`config.mk`:
```
export PLATFORM = sky130hd
export DESIGN_NAME = classify_sequencer_flat
export DESIGN_NICKNAME = d
export VERILOG_FILES = /design/src/rtl/classify_sequencer_if.sv /design/src/rtl/classify_sequencer.sv /design/src/flat_wrapper.sv
export SDC_FILE = /design/constraint.sdc
export NUM_CORES = 1
export LEC_CHECK = 0
export ABC_CLOCK_PERIOD_IN_PS = 9700
export BUFFER_PORTS_ARGS = -buffer_cell sky130_fd_sc_hd__buf_2
export CORE_MARGIN = 2
export CORE_UTILIZATION = 48
export CTS_CLUSTER_DIAMETER = 200
export DETAILED_ROUTE_END_ITERATION = 6
export PLACE_DENSITY = 0.77
export SLEW_MARGIN = 20
export SYNTH_ARGS = -nofsm -noshare
export SYNTH_HDL_FRONTEND = slang
export SYNTH_SLANG_ARGS = --single-unit
```
`constraint.sdc`:
```
create_clock -name clk -period 9.7 [get_ports clk]
set_input_delay 1.94 -clock clk [delete_from_list [all_inputs] [get_ports clk]]
set_output_delay 1.94 -clock clk [all_outputs]
set_load 0.02 [all_outputs]
```
`src/rtl/classify_sequencer_if.sv`:
```
// Handshake and data bundle between the classification sequencer and its
// neighbours: the shared output-layer neuron unit, the argmax selector and
// the result consumer.
//   master : the sequencer (issues neuron requests and selector launches, presents the result)
//   slave  : the environment (neuron unit, selector, start source, result consumer)
interface classify_sequencer_if #(
    parameter int unsigned SCORE_W     = 26,
    parameter int unsigned NUM_CLASSES = 10
);
    logic                           start;
    logic                           busy;
    logic                           neu_req;
    logic [3:0]                     neu_class;
    logic                           neu_done;
    logic [SCORE_W-1:0]             neu_score;
    logic [NUM_CLASSES*SCORE_W-1:0] score_bus;
    logic                           sel_start;
    logic                           sel_valid;
    logic [3:0]                     sel_num;
    logic                           img_valid;
    logic [3:0]                     img_num;
    logic                           img_ready;
    logic                           err;

    modport master (
        input  start, neu_done, neu_score, sel_valid, sel_num, img_ready,
        output busy, neu_req, neu_class, score_bus, sel_start, img_valid, img_num, err
    );

    modport slave (
        output start, neu_done, neu_score, sel_valid, sel_num, img_ready,
        input  busy, neu_req, neu_class, score_bus, sel_start, img_valid, img_num, err
    );
endinterface

```
`src/rtl/classify_sequencer.sv`:
```
// Per-image scheduler: walks the class indices through the shared neuron
// unit one request at a time, buffers the returned scores, launches the
// argmax selector on the buffered bank and presents the winning digit on a
// valid/ready port. A watchdog aborts to IDLE with a sticky err flag if the
// neuron unit or the selector fails to answer within TIMEOUT cycles.
// Ports:
//   clk, rst : clock (rising edge) and asynchronous active-high reset
//   bus      : classify_sequencer_if master side (start/busy, neuron
//              req/done/score, score bank bus, selector start/valid/num,
//              img valid/ready/num, err)
module classify_sequencer #(
    parameter int unsigned SCORE_W     = 26,
    parameter int unsigned NUM_CLASSES = 10,
    parameter int unsigned TIMEOUT     = 1024
) (
    input  logic                  clk,
    input  logic                  rst,
    classify_sequencer_if.master  bus
);
    localparam int unsigned IDX_W  = 4;
    localparam int unsigned WDOG_W = $clog2(TIMEOUT + 1);
    localparam logic [IDX_W-1:0]  LAST_IDX  = IDX_W'(NUM_CLASSES - 1);
    localparam logic [WDOG_W-1:0] WDOG_LAST = WDOG_W'(TIMEOUT - 1);

    typedef enum logic [2:0] {
        S_IDLE, S_REQ, S_WAIT_N, S_SEL, S_WAIT_S, S_OUT
    } state_t;

    state_t              state_q, state_nxt;
    logic [IDX_W-1:0]    idx_q;
    logic [WDOG_W-1:0]   wdog_q;
    logic [SCORE_W-1:0]  bank_q [NUM_CLASSES];
    logic [3:0]          img_num_q;
    logic                err_q;
    logic                busy_q, neu_req_q, sel_start_q, img_valid_q;
    logic                busy_d, neu_req_d, sel_start_d, img_valid_d;
    logic                wdog_expired_c;
    logic [NUM_CLASSES*SCORE_W-1:0] score_bus_c;

    assign wdog_expired_c = (wdog_q == WDOG_LAST);

    // State register plus the registered control outputs
    always_ff @(posedge clk or posedge rst) begin
        if (rst) begin
            state_q     <= S_IDLE;
            busy_q      <= 1'b0;
            neu_req_q   <= 1'b0;
            sel_start_q <= 1'b0;
            img_valid_q <= 1'b0;
        end else begin
            state_q     <= state_nxt;
            busy_q      <= busy_d;
            neu_req_q   <= neu_req_d;
            sel_start_q <= sel_start_d;
            img_valid_q <= img_valid_d;
        end
    end

    // Next-state logic
    always_comb begin
        state_nxt = state_q;
        case (state_q)
            S_IDLE:   if (bus.start) state_nxt = S_REQ;
            S_REQ:    state_nxt = S_WAIT_N;
            S_WAIT_N: begin
                if (bus.neu_done) state_nxt = (idx_q == LAST_IDX) ? S_SEL : S_REQ;
                else if (wdog_expired_c) state_nxt = S_IDLE;
            end
            S_SEL:    state_nxt = S_WAIT_S;
            S_WAIT_S: begin
                if (bus.sel_valid) state_nxt = S_OUT;
                else if (wdog_expired_c) state_nxt = S_IDLE;
            end
            S_OUT:    if (bus.img_ready) state_nxt = S_IDLE;
            default:  state_nxt = S_IDLE;
        endcase
    end

    // Output decode from the upcoming state so the registered outputs line up with it
    always_comb begin
        busy_d      = 1'b0;
        neu_req_d   = 1'b0;
        sel_start_d = 1'b0;
        img_valid_d = 1'b0;
        busy_d      = (state_nxt != S_IDLE);
        neu_req_d   = (state_nxt == S_REQ);
        sel_start_d = (state_nxt == S_SEL);
        img_valid_d = (state_nxt == S_OUT);
    end

    // Class index, watchdog, score bank, result digit and sticky error
    always_ff @(posedge clk or posedge rst) begin
        if (rst) begin
            idx_q     <= '0;
            wdog_q    <= '0;
            img_num_q <= '0;
            err_q     <= 1'b0;
            for (int i = 0; i < int'(NUM_CLASSES); i++) bank_q[i] <= '0;
        end else begin
            case (state_q)
                S_IDLE: begin
                    if (bus.start) begin
                        idx_q  <= '0;
                        wdog_q <= '0;
                        err_q  <= 1'b0;
                    end
                end
                S_REQ, S_SEL: wdog_q <= '0;
                S_WAIT_N: begin
                    if (bus.neu_done) begin
                        for (int i = 0; i < int'(NUM_CLASSES); i++) begin
                            if (idx_q == IDX_W'(i)) bank_q[i] <= bus.neu_score;
                        end
                        if (idx_q != LAST_IDX) idx_q <= idx_q + IDX_W'(1);
                    end else if (wdog_expired_c) begin
                        err_q <= 1'b1;
                    end else begin
                        wdog_q <= wdog_q + WDOG_W'(1);
                    end
                end
                S_WAIT_S: begin
                    if (bus.sel_valid) begin
                        img_num_q <= bus.sel_num;
                    end else if (wdog_expired_c) begin
                        err_q <= 1'b1;
                    end else begin
                        wdog_q <= wdog_q + WDOG_W'(1);
                    end
                end
                default: ;
            endcase
        end
    end

    // Bank packed class-major onto the selector bus; stays put from SEL until the next start
    always_comb begin
        score_bus_c = '0;
        for (int i = 0; i < int'(NUM_CLASSES); i++) begin
            score_bus_c[i*SCORE_W +: SCORE_W] = bank_q[i];
        end
    end

    assign bus.busy      = busy_q;
    assign bus.neu_req   = neu_req_q;
    assign bus.neu_class = idx_q;
    assign bus.score_bus = score_bus_c;
    assign bus.sel_start = sel_start_q;
    assign bus.img_valid = img_valid_q;
    assign bus.img_num   = img_num_q;
    assign bus.err       = err_q;
endmodule

```
`src/flat_wrapper.sv`:
```
// flat-port wrapper written by rule: the top's interface ports become plain ports
module classify_sequencer_flat 
#(
    parameter int unsigned SCORE_W     = 26,
    parameter int unsigned NUM_CLASSES = 10,
    parameter int unsigned TIMEOUT     = 1024
)
  (clk, rst, bus_start, bus_neu_done, bus_neu_score, bus_sel_valid, bus_sel_num, bus_img_ready, bus_busy, bus_neu_req, bus_neu_class, bus_score_bus, bus_sel_start, bus_img_valid, bus_img_num, bus_err);
  classify_sequencer_if #(.SCORE_W(SCORE_W), .NUM_CLASSES(NUM_CLASSES)) bus_i ();
  input  logic clk;
  input  logic rst;
  input wire logic [$bits(bus_i.start)-1:0] bus_start;
  input wire logic [$bits(bus_i.neu_done)-1:0] bus_neu_done;
  input wire logic [$bits(bus_i.neu_score)-1:0] bus_neu_score;
  input wire logic [$bits(bus_i.sel_valid)-1:0] bus_sel_valid;
  input wire logic [$bits(bus_i.sel_num)-1:0] bus_sel_num;
  input wire logic [$bits(bus_i.img_ready)-1:0] bus_img_ready;
  output wire logic [$bits(bus_i.busy)-1:0] bus_busy;
  output wire logic [$bits(bus_i.neu_req)-1:0] bus_neu_req;
  output wire logic [$bits(bus_i.neu_class)-1:0] bus_neu_class;
  output wire logic [$bits(bus_i.score_bus)-1:0] bus_score_bus;
  output wire logic [$bits(bus_i.sel_start)-1:0] bus_sel_start;
  output wire logic [$bits(bus_i.img_valid)-1:0] bus_img_valid;
  output wire logic [$bits(bus_i.img_num)-1:0] bus_img_num;
  output wire logic [$bits(bus_i.err)-1:0] bus_err;
  assign bus_i.start = bus_start;
  assign bus_i.neu_done = bus_neu_done;
  assign bus_i.neu_score = bus_neu_score;
  assign bus_i.sel_valid = bus_sel_valid;
  assign bus_i.sel_num = bus_sel_num;
  assign bus_i.img_ready = bus_img_ready;
  assign bus_busy = bus_i.busy;
  assign bus_neu_req = bus_i.neu_req;
  assign bus_neu_class = bus_i.neu_class;
  assign bus_score_bus = bus_i.score_bus;
  assign bus_sel_start = bus_i.sel_start;
  assign bus_img_valid = bus_i.img_valid;
  assign bus_img_num = bus_i.img_num;
  assign bus_err = bus_i.err;
  classify_sequencer #(.SCORE_W(SCORE_W), .NUM_CLASSES(NUM_CLASSES), .TIMEOUT(TIMEOUT)) u_core (.clk(clk), .rst(rst), .bus(bus_i));
endmodule
```
==> flow_summary.json, run 1 <==
{
  "status": "finished, final reports clean",
  "hold_class": "reg2reg",
  "clockBufferDepth": 3,
  "start_util_pct": 49.1,
  "path_cells": "buf_2 > nand4_4 > nor3_1 > and2_2 > mux2_2",
  "ir_drop_mv": 0.181,
  "clock-sinks": 287,
  "cp.required_ns": 10.12,
  "arrival_ns": 3.71,
  "wire_per_inst_um": 21.0,
  "netlist_area_sq_um": 11600,
  "grt_start_max_net_pins": 159,
  "ys_seq_elements": 287,
  "clock.fmax_mhz": 304,
  "worst_pin_slew_ns": 0.918,
  "cts_setup_buffers": 0,
  "p_per_area_nw_per_um2": 250,
  "grt_overflow": 0,
  "cts_resized": 0,
  "die_area_sq_um": 25400,
  "clockPowerShare_pct": 32.8,
  "ys_warn_count": 0,
  "placed_cells": 1299,
  "grt_pass1_vias": 7459,
  "async_flop_share_pct": 100,
  "remaining_drc_errors": 0,
  "r2r_setup_slack_ns": 7.22,
  "synth.distinct_cells": 46,
  "ys_seq_area_share_pct": 62.0,
  "place.gp.congestion": 0.801,
  "p_leak_nw": 8.10,
  "syn_area_per_cell_sq_um": 16.0,
  "slew_headroom_pct": 38.8,
  "tritoncts": "yes",
  "dr_total_vias": 7083,
  "drive_gt1_share_pct": 62.6,
  "io_buffers": 308,
  "finalNonFillerCells": 1353,
  "num_antenna_cells": 0,
  "coreArea_sq_um": 23600,
  "finalHoldViolations": 0,
  "p_sw_w": 0.00112,
  "cp-start-kind": "input port",
  "worst_clock_skew_ns": 0.00742,
  "internal_power_w": 0.00245,
  "p_comb_share_pct": 24.6,
  "critPathMaxStageDelay_ns": 0.75,
  "synth_most_common_cell": "dfrtp_1",
  "rows": 56,
  "period_needed_ns": 3.29,
  "cts_hold_buffers": 0,
  "grt_pass1_wl_um": 44300,
  "cts_root_buf": "clkbuf_16",
  "rsz0062_at_grt": "false",
  "wirelength_um": 28500,
  "hpwlAfterDp_um": 18500,
  "crit_path_max_fanout": 26,
  "ys_top_cells_by_area": "dfrtp_1 (62%), mux2_2 (18%), mux2_4 (10%)",
  "io_pins": 309,
  "vias_per_cell": 5.24,
  "p_seq_share_pct": 42.6,
  "p_sw_share_pct": 31.3,
  "drt-pass1-iter-count": 4,
  "synth_ff_type": "dfrtp_1",
  "die_h_um": 159,
  "maxCapViolations": 0,
  "synth_edf_count": 0,
  "antenna_left": 0,
  "h-tree-depth": 1,
  "cp-end-kind": "flop",
  "finalCritPeriodShare_pct": 33.9,
  "finalMaxSlewViolations": 0,
  "slowest_stage": "and2_2",
  "areaGrowthSynthToFinish_pct": 23.4,
  "track_usage_pct": 22.1,
  "layout.nets": 1053,
  "synth_top_cells_by_count": "dfrtp_1 (287), mux2_2 (184), mux2_4 (80)",
  "setup_viol": 0,
  "clkLatencyLatePin_ns": 0.54,
  "syn_nets": 765,
  "yosysTopAreaCellShare_pct": 62.0,
  "synthCells": 724,
  "fin_tns_setup_ns": 0,
  "die_w_um": 159,
  "synth_area_leader_cell": "dfrtp_1",
  "antenna_found_initial": 0,
  "worstSetupPathType": "in2reg",
  "drtIter0Drc": 476,
  "numCtsBuffers": 30,
  "path_clk_slew_ns": 0.06
}
-- metal layers --
layer / up-vias / global-route usage [%] / part of all wire (%)
met2: 248 / 36.4 / 48
met1: 3684 / 30.5 / 44
met3: 47 / 3.96 / 5.6
met5: - / 0 / 0
li1: 3104 / - / -
met4: 0 / 6.12 / 2.5
-- layout by cell type, fill, tap and decap left out, types with 3 or more instances in the layout --
master and count:
clkbuf_8 10, nor3_1 3, nand4_1 4, o21ai_0 6, dfrtp_1 287, nand2_1 11, clkbuf_16 31, xnor2_1 5
and2_2 4, clkbuf_1 6, mux2_4 80, inv_1 4, nand2b_1 4, a21oi_1 5, mux2_2 184, clkinv_2 4
nor2_1 13, buf_2 308, nand3_1 4, ha_1 5, mux2i_1 3, a211oi_1 5, a31oi_1 3, nand2_4 4
and4_1 3
-- path summary, 6_finish.rpt --
path | from | endpoint | cells past startpoint
max | bus_neu_done | u_core.bus.score_bus[36] | 5
min | u_core.wdog_q[7] | u_core.wdog_q[7] | 1
max reg2reg | u_core.state_q[0] | u_core.bus.score_bus[36] | 5
min reg2reg | u_core.wdog_q[7] | u_core.wdog_q[7] | 1
max in group asynchronous | rst | u_core.bus.score_bus[255] | 4
min in group asynchronous | rst | u_core.bus.score_bus[37] | 3
-- power by group through the flow --
stage | clock network [W] | registers [W] | logic (W)
global placement | 0 | 0.00153 | 0.000871
detailed placement | 0 | 0.00154 | 0.000887
floorplan | 0 | 0.00176 | 0.000350
CTS | 0.00120 | 0.00152 | 0.000889
global route | 0.00124 | 0.00154 | 0.000934
finish | 0.00117 | 0.00152 | 0.000880
-- state kept, by name, summed over array words and instances (netlist names) --
name	count
u_core.bus.neu_class	4
u_core.bus.err	1
u_core.bus.busy	1
u_core.bus.sel_start	1
u_core.bus.img_num	4
u_core.bus.neu_req	1
u_core.wdog_q	11
u_core.bus.score_bus	260
u_core.state_q	3
u_core.bus.img_valid	1
-- through the flow --
step | total power (W) | hold slack, ns | cell area [sq um] | util (%) | worst slack [ns]
after floorplan | 0.00211 | 0.445 | 11600 | - | 3.95
after global placement | 0.00240 | 0.468 | 13300 | 56.2 | 5.96
after detailed placement | 0.00242 | 0.478 | 13300 | 56.2 | 5.88
after CTS | 0.00360 | 0.488 | 14300 | 60.5 | 6.45
after global routing | 0.00372 | 0.513 | 14300 | 60.5 | 6.33
final | 0.00357 | 0.498 | 14300 | 60.5 | 6.41
-- critical path, delay by kind of cell --
kind,cells,cell delay [ns]
mux,1,0.42
buf+inv,1,0.14
simple gates,3,1.20
-- cells by family (layout without fill, tap and decap cells) --
kind of cell,Yosys count,in the layout,synth area share (%)
flops,287,287,62.0
xor+xnor,7,7,0.529
mux,267,267,28.5
fa+ha+maj,5,5,0.540
compound gates,31,31,1.97
simple gates,64,64,3.48
buf+inv,63,373,2.97
-- layout make-up --
type | count | area (sq um)
fill | 1815 | 9320
sequential | 287 | 7180
multi-input combinational | 374 | 4070
timing repair buffer | 312 | 1590
clock buffer | 47 | 936
tap | 319 | 399
clock inverter | 7 | 87.6
inverter | 7 | 30.0
(Power assumes the default switching activity.)
==> inputs of run 2 (changes only) <==
--- a/config.mk
+++ b/config.mk
@@ -5,13 +5,14 @@
 export SDC_FILE = /design/constraint.sdc
 export NUM_CORES = 1
 export LEC_CHECK = 0
-export ABC_CLOCK_PERIOD_IN_PS = 9700
+export ABC_AREA = 1
+export ABC_CLOCK_PERIOD_IN_PS = 3240
 export BUFFER_PORTS_ARGS = -buffer_cell sky130_fd_sc_hd__buf_2
 export CORE_MARGIN = 2
-export CORE_UTILIZATION = 48
+export CORE_UTILIZATION = 52
 export CTS_CLUSTER_DIAMETER = 200
 export DETAILED_ROUTE_END_ITERATION = 6
-export PLACE_DENSITY = 0.77
+export PLACE_DENSITY = 0.8
 export SLEW_MARGIN = 20
 export SYNTH_ARGS = -nofsm -noshare
 export SYNTH_HDL_FRONTEND = slang
==> constraint.sdc (replaced) <==
create_clock -name clk -period 3.24 [get_ports clk]
set_input_delay 0.648 -clock clk [delete_from_list [all_inputs] [get_ports clk]]
set_output_delay 0.648 -clock clk [all_outputs]
set_load 0.02 [all_outputs]
==> run 2 against run 1 <==
First-iteration DRC count up 8.6%; setup slack worse by 5.6 ns; sequential share of layout area up 2.6 points; largest cell class unchanged; highest routed layer unchanged.
==> flow_summary.json, run 2 <==
{
  "p_leak_nw": 7.32,
  "cp-start-kind": "flop",
  "cpLargestDelayFamily": "simple AND/OR/NAND/NOR gates",
  "path_clk_slew_ns": 0.06,
  "finalCritPeriodShare_pct": 73.8,
  "syn_nets": 1105,
  "track_usage_pct": 26.3,
  "clock-sinks": 287,
  "worstSetupPathType": "reg2reg",
  "grt_start_max_net_pins": 122,
  "worst_pin_slew_ns": 0.904,
  "wirelength_um": 28900,
  "die_area_sq_um": 22000,
  "largest_reg_flops": 260,
  "fin_util_pct": 66.9,
  "p_per_area_nw_per_um2": 729,
  "finalNonFillerCells": 1651,
  "synth.distinct_cells": 29,
  "synth_top_family_by_area": "simple AND/OR/NAND/NOR gates",
  "grt_pass1_vias": 8438,
  "synth-compound-area-share_pct": 12.9,
  "ys_top_cells_by_area": "dfrtp_1 (66%), nand2_1 (11%), o21ai_1 (9.5%)",
  "synth_area_leader_cell": "dfrtp_1",
  "critPathBufInv": 1,
  "die_w_um": 148,
  "die_h_um": 148,
  "clock.fmax_mhz": 418,
  "final_common_cell": "nand2_1",
  "remaining_drc_errors": 0,
  "yosysTopAreaCellShare_pct": 66.4,
  "ys_seq_elements": 287,
  "place.gp.congestion": 0.851,
  "drive_gt1_share_pct": 28.5,
  "hold_class": "in2async",
  "finalHoldViolations": 0,
  "status": "finished, final reports clean",
  "critPathMaxStageDelay_ns": 0.65,
  "arrival_ns": 2.78,
  "coreArea_sq_um": 20300,
  "drt-pass1-iter-count": 6,
  "synthSimpleGateAreaFrac_pct": 15.1,
  "wire_per_inst_um": 17.5,
  "start_util_pct": 53.3,
  "grt_overflow": 0,
  "syn_area_per_cell_sq_um": 10.2,
  "layout_common_cells": "nand2_1 (319), buf_2 (308), dfrtp_1 (287), o21ai_1 (206), o21ai_0 (58)",
  "synthAdderAreaFrac_pct": 0.578,
  "placed_cells": 1600,
  "num_antenna_cells": 0,
  "clockBufferDepth": 3,
  "worst_clock_skew_ns": 0.0170,
  "synth_top_cells_by_count": "nand2_1 (319), dfrtp_1 (287), o21ai_1 (206)",
  "tritoncts": "yes",
  "setup_viol": 0,
  "ys_warn_count": 0,
  "antenna_found_initial": 0,
  "period_needed_ns": 2.39,
  "synth_xor_xnor_area_share_pct": 0.405,
  "ys_seq_area_share_pct": 66.4,
  "netlist_area_sq_um": 10800,
  "layout.nets": 1401,
  "crit_path_max_fanout": 52,
  "crit_cells": 6,
  "r2r_cells": 6,
  "synth_edf_count": 0,
  "finalMaxSlewViolations": 0,
  "synthMuxAreaShare_pct": 0.416,
  "hpwlAfterDp_um": 19000,
  "cp.required_ns": 3.63,
  "async_flop_share_pct": 100,
  "cts_resized": 0,
  "path_cells": "inv_2 > nand3_2 > nor2_4 > nand3_4 > nand2_1 > o21ai_1",
  "clkLatencyLatePin_ns": 0.54,
  "vias_per_cell": 5.24,
  "antenna_left": 0,
  "synth_most_common_cell": "nand2_1",
  "dr_total_vias": 8658,
  "h-tree-depth": 1,
  "synth_ff_type": "dfrtp_1",
  "ir_drop_mv": 0.541,
  "cp-end-kind": "flop",
  "io_buffers": 308,
  "io_pins": 309,
  "slowest_stage": "nand3_4",
  "synthCells": 1064,
  "areaGrowthSynthToFinish_pct": 25.6,
  "grt_pass1_wl_um": 45800,
  "drtIter0Drc": 517,
  "numCtsBuffers": 28,
  "slew_headroom_pct": 39.6,
  "rows": 52,
  "cts_root_buf": "clkbuf_16",
  "cts_hold_buffers": 0,
  "maxCapViolations": 0,
  "cts_setup_buffers": 0,
  "rsz0062_at_grt": "false"
}
-- run 2: cell types whose count changed in the layout (fill, tap and decap cells not counted), moves of 5 or more --
| cell | previous run | this run |
|---|---|---|
| o21ai_1 | 0 | 206 |
| nor2_1 | 13 | 22 |
| buf_4 | 2 | 8 |
| nand3_1 | 4 | 20 |
| inv_1 | 4 | 49 |
| o21ai_2 | 0 | 6 |
| nand2_1 | 11 | 319 |
| o21ai_0 | 6 | 58 |
| nand3_4 | 0 | 8 |
| mux2_2 | 184 | 4 |
| mux2_4 | 80 | 0 |
| a211oi_1 | 5 | 0 |
-- run 2: cell type report --
type | count | area [sq um]
sequential | 287 | 7180
fill | 1556 | 6720
multi-input combinational | 671 | 3170
timing repair buffer | 319 | 1660
clock buffer | 41 | 841
tap | 270 | 338
inverter | 53 | 203
clock inverter | 10 | 186
-- run 2: worst register-to-register path, cell delays in order, from the launching register on --
cell and delay, ns:
dfrtp_1 0.42, inv_2 0.13, nand3_2 0.19, nor2_4 0.49, nand3_4 0.65, nand2_1 0.28, o21ai_1 0.10
-- run 2: where the power goes --
part           internal [W]  switching, W
registers           0.00406      0.000280
logic              0.000620       0.00139
clock network       0.00219       0.00137
-- run 2: final timing paths --
check | slack [ns] | from | end
min in group clk | 0.35 | bus_sel_num[3] | u_core.bus.img_num[3]
min | 0.13 | rst | u_core.bus.score_bus[153]
max | 0.85 | u_core.state_q[2] | u_core.bus.score_bus[7]
max in group asynchronous | 2.14 | rst | u_core.bus.score_bus[91]
max reg2reg | 0.85 | u_core.state_q[2] | u_core.bus.score_bus[7]
min reg2reg | 0.48 | u_core.bus.score_bus[232] | u_core.bus.score_bus[232]
-- run 2: through the flow --
step	cell area [sq um]	setup TNS [ns]	power [W]	hold slack [ns]	setup WS, ns
final	13600	0	0.00991	0.129	0.849
after global routing	13600	0	0.0103	0.138	0.589
after CTS	13600	0	0.00996	0.117	0.814
after detailed placement	12600	0	0.00639	0.468	0.800
after global placement	12600	0	0.00633	0.462	0.867
after floorplan	10800	-348.20	0.00567	0.492	-1.21
-- run 2: cell families after synthesis --
kind of cell,Yosys count
xor+xnor,5
flops,287
compound gates,273
fa+ha+maj,5
simple gates,384
mux,4
buf+inv,106
-- run 2: routing by layer --
metal  track usage (%)  part of all wire [%]  vias to the layer above
met2              42.3                    47                      352
met5                 0                     0                        -
li1                  -                     -                     4075
met3              5.28                   7.4                       63
met1              35.9                    43                     4168
met4              9.48                   3.3                        0
